===== config.mk =====
export PLATFORM = sky130hd
export DESIGN_NAME = compare_sequencer
export DESIGN_NICKNAME = d
export VERILOG_FILES = /design/src/rtl/cmp_pkg.sv /design/src/rtl/btn_edge.sv /design/src/rtl/compare_sequencer.sv
export SDC_FILE = /design/constraint.sdc
export NUM_CORES = 1
export LEC_CHECK = 0
export ABC_AREA = 1
export CORE_MARGIN = 5
export CORE_UTILIZATION = 40
export CTS_BUF_LIST = sky130_fd_sc_hd__clkbuf_4 sky130_fd_sc_hd__clkbuf_8 sky130_fd_sc_hd__clkbuf_16
export DETAILED_ROUTE_END_ITERATION = 12
export PLACE_DENSITY = 0.74
export REMOVE_ABC_BUFFERS = 1
export SYNTH_ARGS = -nofsm -noshare
export SYNTH_HDL_FRONTEND = slang
export SYNTH_HIERARCHICAL = 1
export SYNTH_SLANG_ARGS = --single-unit

===== constraint.sdc =====
create_clock -name clk -period 2.2 [get_ports clk]
set_clock_uncertainty 0.15 [all_clocks]
set_input_delay 0.44 -clock clk [delete_from_list [all_inputs] [get_ports clk]]
set_output_delay 0.44 -clock clk [all_outputs]
set_load 0.005 [all_outputs]

===== src/rtl/cmp_pkg.sv =====
// Shared types for the compare sequencer: default width, FSM states and
// the registered lt/eq/gt flag bundle.
package cmp_pkg;

    localparam int CMP_WIDTH = 6;

    typedef enum logic [1:0] {
        IDLE    = 2'd0,
        HAVE_A  = 2'd1,
        COMPARE = 2'd2,
        RESULT  = 2'd3
    } state_t;

    typedef struct packed {
        logic lt;
        logic eq;
        logic gt;
    } flags_t;

    localparam flags_t FLAGS_NONE = '{lt: 1'b0, eq: 1'b0, gt: 1'b0};

endpackage


===== src/rtl/btn_edge.sv =====
// One-cycle rising-edge pulse generator for an already-synchronised button.
// History resets to 1 so a button held through reset does not fire.
module btn_edge (
    input  logic clk,
    input  logic resetN,
    input  logic in,
    output logic pulse
);

    logic inPrev;

    always_ff @(posedge clk) begin
        if (!resetN) begin
            inPrev <= 1'b1;
        end else begin
            inPrev <= in;
        end
    end

    assign pulse = in & ~inPrev;

endmodule


===== src/rtl/compare_sequencer.sv =====
// Sequential front end for the subtract/compare datapath: loads A then B from
// the switches, samples the external subtractor for one cycle, holds the result.
module compare_sequencer
    import cmp_pkg::*;
#(
    parameter int WIDTH      = CMP_WIDTH,
    parameter bit SIGNED_CMP = 1'b1
) (
    input  logic             clk,
    input  logic             resetN,
    input  logic [WIDTH-1:0] sw,
    input  logic             loadBtn,
    input  logic             clearBtn,
    input  logic [WIDTH-1:0] subZ,
    input  logic             subCOut,
    input  logic             subOverflow,
    output logic [WIDTH-1:0] opA,
    output logic [WIDTH-1:0] opB,
    output logic             haveA,
    output logic             valid,
    output logic             lt,
    output logic             eq,
    output logic             gt,
    output logic [WIDTH-1:0] diff
);

    state_t           state;
    state_t           stateNext;
    logic [WIDTH-1:0] opANext;
    logic [WIDTH-1:0] opBNext;
    logic [WIDTH-1:0] diffNext;
    flags_t           flags;
    flags_t           flagsNext;
    flags_t           cmpFlags;
    logic             loadEdge;
    logic             ltRaw;

    btn_edge uLoadEdge (
        .clk    (clk),
        .resetN (resetN),
        .in     (loadBtn),
        .pulse  (loadEdge)
    );

    // lt is masked by eq so exactly one flag is set even if the subtractor glitches
    always_comb begin
        ltRaw       = SIGNED_CMP ? (subZ[WIDTH-1] ^ subOverflow) : ~subCOut;
        cmpFlags.eq = (subZ == '0);
        cmpFlags.lt = ltRaw & ~cmpFlags.eq;
        cmpFlags.gt = ~cmpFlags.lt & ~cmpFlags.eq;
    end

    always_comb begin
        stateNext = state;
        opANext   = opA;
        opBNext   = opB;
        diffNext  = diff;
        flagsNext = flags;

        if (clearBtn) begin
            stateNext = IDLE;
            opANext   = '0;
            opBNext   = '0;
            diffNext  = '0;
            flagsNext = FLAGS_NONE;
        end else begin
            case (state)
                IDLE: begin
                    if (loadEdge) begin
                        opANext   = sw;
                        stateNext = HAVE_A;
                    end
                end
                HAVE_A: begin
                    if (loadEdge) begin
                        opBNext   = sw;
                        stateNext = COMPARE;
                    end
                end
                COMPARE: begin
                    diffNext  = subZ;
                    flagsNext = cmpFlags;
                    stateNext = RESULT;
                end
                RESULT: begin
                    // A new press starts the next comparison straight from operand A
                    if (loadEdge) begin
                        opANext   = sw;
                        opBNext   = '0;
                        diffNext  = '0;
                        flagsNext = FLAGS_NONE;
                        stateNext = HAVE_A;
                    end
                end
                default: begin
                    opANext   = '0;
                    opBNext   = '0;
                    diffNext  = '0;
                    flagsNext = FLAGS_NONE;
                    stateNext = IDLE;
                end
            endcase
        end
    end

    always_ff @(posedge clk) begin
        if (!resetN) begin
            state <= IDLE;
            opA   <= '0;
            opB   <= '0;
            diff  <= '0;
            flags <= FLAGS_NONE;
        end else begin
            state <= stateNext;
            opA   <= opANext;
            opB   <= opBNext;
            diff  <= diffNext;
            flags <= flagsNext;
        end
    end

    assign haveA = (state == HAVE_A);
    assign valid = (state == RESULT);
    assign lt    = flags.lt;
    assign eq    = flags.eq;
    assign gt    = flags.gt;

endmodule

# Yosys cells after proc, flatten, opt, wreduce, memory -nomap -nowiden
# Index checks and enable logic that the tools add are counted.
# Widths: inputs -> output; s select.
# word_totals
inputBits	18
out_inout_bits	23
elab_cells	41
regBits	24
# classes
n_eq_ne	6
n_bitwise	8
reduce_logical	10
mux	9
# ops
operator	n
$pmux 6 s2	2
$mux 6	2
$logic_not 6->1	1
$ne 2x1->1 const B	3
$pmux 2 s3	1
$pmux 3 s2	1
$reduce_and 2->1	3
$eq 2x2->1 const B	2
$mux 2	2
$not 1->1	4
$reduce_bool 2->1	2
$reduce_or 2->1	2
$and 1x1->1	3
$mux 3	1
$reduce_and 3->1	1
$eq 2x1->1 const B	1
$logic_not 2->1	1
$xor 1x1->1	1

# Logic depth before layout (Yosys ltp)
# Gate-level depths: netlist of the first run.
# logic_depth
depth_word	6
ltp_mapped	9

# Cells and area by module
# Netlist of the first run, hierarchy kept.
# by_module_without_submodules
module	cells_per_inst	n_inst	area_per_inst_um2
compare_sequencer	122	1	923.4
btn_edge	4	1	33.8

# Least setup slack after synthesis of the first run
# Ideal clock, no wire load.
# synth_path
path_type	reg2reg
start	reg state[0]
end	reg flags, in the netlist eq
path_buffers	0
setup_slack_ns	0.863
period_less_slack_ns	1.337
t_arrival_ns	1.078
required_time_ns	1.941
setup_ns	0.109
path_stages_with_launch	8
path_cell_list	dfxtp_1 ha_1 nor2_4 nor2_4 nand2_1 o21ai_0 nand2_1 inv_1
# synth_via
elab_chain_cells	3
elab_cells_between_ends	6
classes_between	eq/ne (3); mux (1); reduce/logical (2)
# synth_lines
element	line	rtl
start, declared	compare_sequencer.sv:27	state_t state;
start signal, assigned	compare_sequencer.sv:114	state <= stateNext;
$eq 2x2->1 *	--	
net valid	compare_sequencer.sv:20	output logic valid,
$ne 2x1->1 (no source line) or $reduce_bool 2->1 (tied branches)	--	
$reduce_and 2->1 (no source line)	--	
end signal, assigned	compare_sequencer.sv:118	flags <= flagsNext;
end, declared	compare_sequencer.sv:32	flags_t flags;
# Mark *: on every way through the listed nets, which the timed path passes. The rest lies on a longest branch.
# A chain may end at the register's enable or synchronous reset.

# Worst setup path after layout of the first run
# layout_path
start	reg state[1]
end	out valid
# layout_via
elab_chain_cells	1
# layout_lines
element	line	rtl
$eq 2x2->1	compare_sequencer.sv:123	assign valid = (state == RESULT);
end, declared	compare_sequencer.sv:20	
# Every way passes these cells.

==> results of run 1 <==
[layout by cell type, fill, tap and decap left out]
cell type / synthesis / final
bufinv_16: 0 / 1
o21ai_0: 7 / 7
nand3_1: 2 / 2
dfxtp_1: 24 / 24
o21ai_1: 1 / 1
a21oi_1: 14 / 14
nand2_1: 36 / 36
inv_1: 14 / 14
o21bai_1: 1 / 1
nor2_4: 3 / 3
ha_2: 0 / 1
nor2_2: 1 / 1
ha_1: 3 / 2
clkdlybuf4s50_1: 0 / 39
nor2_1: 17 / 17
o211ai_1: 2 / 2
clkbuf_4: 0 / 3
[power breakdown]
group           total, W  internal, W  switching, W
Sequential      0.000448     0.000442    0.00000521
Clock           0.000311     0.000184      0.000127
Combinational  0.0000924    0.0000492     0.0000432
[cells in the mapped netlist]
master    instances
dfxtp_1          24
buf_2             1
o21ai_0           7
o211ai_1          2
nor2_1           17
nand2_1          36
ha_1              3
o21bai_1          1
nor2_2            1
o21ai_1           1
a21oi_1          14
nor2_4            3
nand3_1           2
inv_1            14
[metrics by stage]
stage | power [W] | hold slack (ns) | utilization [%] | instances
detailed placement | 0.0005495 | 0.3041 | 61.10 | 192
finish | 0.0008510 | 0.3202 | 63.54 | 196
CTS | 0.0008613 | 0.3237 | 63.43 | 196
global route | 0.0008941 | 0.3410 | 63.54 | 196
global placement | 0.0005475 | 0.2982 | 61.10 | 192
floorplan | 0.0004959 | 0.3055 | - | 125
[final cells by class]
class / instances / area [µm²] / area share [%]
Sequential cell: 24 / 480.5 / 33.54
Multi-Input combinational cell: 87 / 421.7 / 29.43
Timing Repair Buffer: 39 / 390.4 / 27.25
Inverter: 14 / 52.55 / 3.668
Tap cell: 28 / 35.03 / 2.445
Clock inverter: 1 / 30.03 / 2.096
Clock buffer: 3 / 22.52 / 1.572
[cell families after synthesis]
family / count (synthesis)
buf+inv: 15
compound gates: 25
flops: 24
simple gates: 59
fa+ha+maj: 3
[repair_timing]
action,4_1_cts,5_1_grt
buffers inserted,0,0
gates resized for setup,0,1
setup endpoints to repair,0,1
[layer usage]
layer  vias up  wire, µm  track usage, %
met2        42       955           23.03
met3         0       252           4.605
met1       392       944           15.18
met5         -         0               0
met4         0         0           3.883
li1        481         -               -
[sequential cells by signal, indices dropped and copies added (netlist names)]
name,count
gt,1
opB,6
state,2
eq,1
uLoadEdge/inPrev,1
opA,6
diff,6
lt,1
[worst max-delay path by stage]
stage / cells past startpoint / end / slack [ns]
2_1_floorplan: 7 / eq / 0.86
3_3_place_gp: 7 / opB[3] / 0.24
3_5_place_dp: 7 / opB[3] / 0.21
4_1_cts: 2 / valid / 0.02
5_1_grt: 2 / valid / 0.008
6_report: 2 / valid / 0.10
[worst min-delay path: stages (launching register included)]
cell and delay [ns]:
dfxtp_1 0.33, nand2_1 0.06, a21oi_1 0.05
==> flow_summary_export.csv, run 1 <==
group,metric,value,unit
critical_path,r2r_end,"opA[1]",
critical_path,criticalPathCategory,"reg2out",
critical_path,crit_chain,"ha_2, clkdlybuf4s50_1",
cells_and_area,diodes,0,
cts,cts_buffers,3,
floorplanning,core_area,2255,µm²
cts,clockBufferDepth,2,
synth,syn_avg_cell_area,7.597,µm²
cells_and_area,layout.nets,190,
cells_and_area,areaGrowthSynthToFinish,49.67,%
synth,synth_xor_area_share,0,%
floorplanning,die_w,58.92,µm
place,hpwlAfterDp,1.685,mm
routing,drc_errors,0,
synth,synth.area.mux_share,0,%
critical_path,end_kind,"output port",
place,port_buffers,39,
synth,ys_ff_latch,24,
critical_path,crit_family,"buffers and inverters",
timing,period_share,95.35,%
cts,cts_num_sinks,24,
critical_path,slowest_delay,0.52,ns
global_route,grt-ovfl-total,0,
routing,routedWlPerCell,10.97,µm
synth,ys_types,14,
routing,first_pass_iters,4,
critical_path,critPathLaunchType,"flip-flop",
pwr,p_per_area,594.0,nW/µm²
floorplanning,fp.dieH,58.92,µm
critical_path,crit_buf_inv,1,
synth,yosys.area.top_type_share,50.20,%
cts,cts-root-buf,"clkbuf_4",
cells_and_area,drive_gt1_share,5.357,%
critical_path,cp_data_required_time,1.61,ns
hold_path,min_from,"diff[4]",
pwr,leakagePower,0.5426,nW
global_route,grt_pass1_wl,3.691,mm
place,gp_congestion,0.8193,
cells_and_area,nFillCells,224,
routing,drt-initial-drc-count,15,
timing,tns,0,ns
critical_path,cpMaxStageDelayCell,"clkdlybuf4s50_1",
timing,timing.final.ws_setup,0.1022,ns
critical_path,rr_worst_depth,6,
floorplanning,die_area,3471,µm²
synth,synth_top_family_by_area,"simple AND/OR/NAND/NOR gates",
synth,synth.cell_area,957.2,µm²
critical_path,r2r_slack,0.68,ns
synth,synth_fa_ha_area_share,3.922,%
critical_path,crit_start,"state[1]",
synth,synth_compound_area_share,13.86,%
routing,routed_via_density,4.668,
cts,cts_tree,"yes",
routing,ant_nets,0,
hold_path,whs_endpoint,"diff[4]",
pwr,ir_drop,0.3803,mV
place,place_ws,0.2074,ns
timing,maxSlewViolCount,0,
timing,setup_violations,0,
global_route,grtUsageTotal,13.24,%
run_status,status,"complete, no violations",
synth,seq_area_frac_synth,50.20,%
floorplanning,start_util,42.45,%
hold_path,hold_class,"reg2reg",
critical_path,worstReg2RegStart,"state[0]",
global_route,grt_max_degree,15,
routing,wl,2.151,mm
critical_path,path_max_fanout,5,
cts,cts_hold_buf,0,
timing,slew_headroom,70.93,%
synth,synthCells,126,
synth,synthSimpleGateAreaFrac,26.01,%
cts,h-tree-depth,1,
global_route,grt_pass1_vias,921,
place,placed_area,1378,µm²
cts,path_clk_slew,0.13,ns
cells_and_area,design_area,1433,µm²
timing,final-hold-violation-count,0,
routing,num_vias,915,
floorplanning,rows,17,
cts,insertion_delay,0.30,ns
timing,layout_min_cycle_time,2.098,ns
synth,yosysWarnings,6,
hold_path,holdPathStages,2,
floorplanning,design.portCount,41,
synth,synth.area.top_cells,"dfxtp_1, nand2_1, a21oi_1",
synth,yosysTopAreaCell,"dfxtp_1",
flow_run,cap_violations,0,
timing,worst_pin_slew,0.4355,ns
global_route,antenna_found_initial,0,
critical_path,worstPathArrival,1.51,ns
timing,rsz0062_at_grt,"no",
timing,fmax,476.7,MHz
Power figures use the tool's default switching activity.
==> run 2: changes to the inputs <==
--- a/config.mk
+++ b/config.mk
@@ -9,6 +9,7 @@
 export CORE_MARGIN = 5
 export CORE_UTILIZATION = 40
 export CTS_BUF_LIST = sky130_fd_sc_hd__clkbuf_4 sky130_fd_sc_hd__clkbuf_8 sky130_fd_sc_hd__clkbuf_16
+export CTS_CLUSTER_SIZE = 25
 export DETAILED_ROUTE_END_ITERATION = 12
 export PLACE_DENSITY = 0.74
 export REMOVE_ABC_BUFFERS = 1
==> results of run 2 <==
No change in the layout: final DEF, timing and power equal those of run 1.
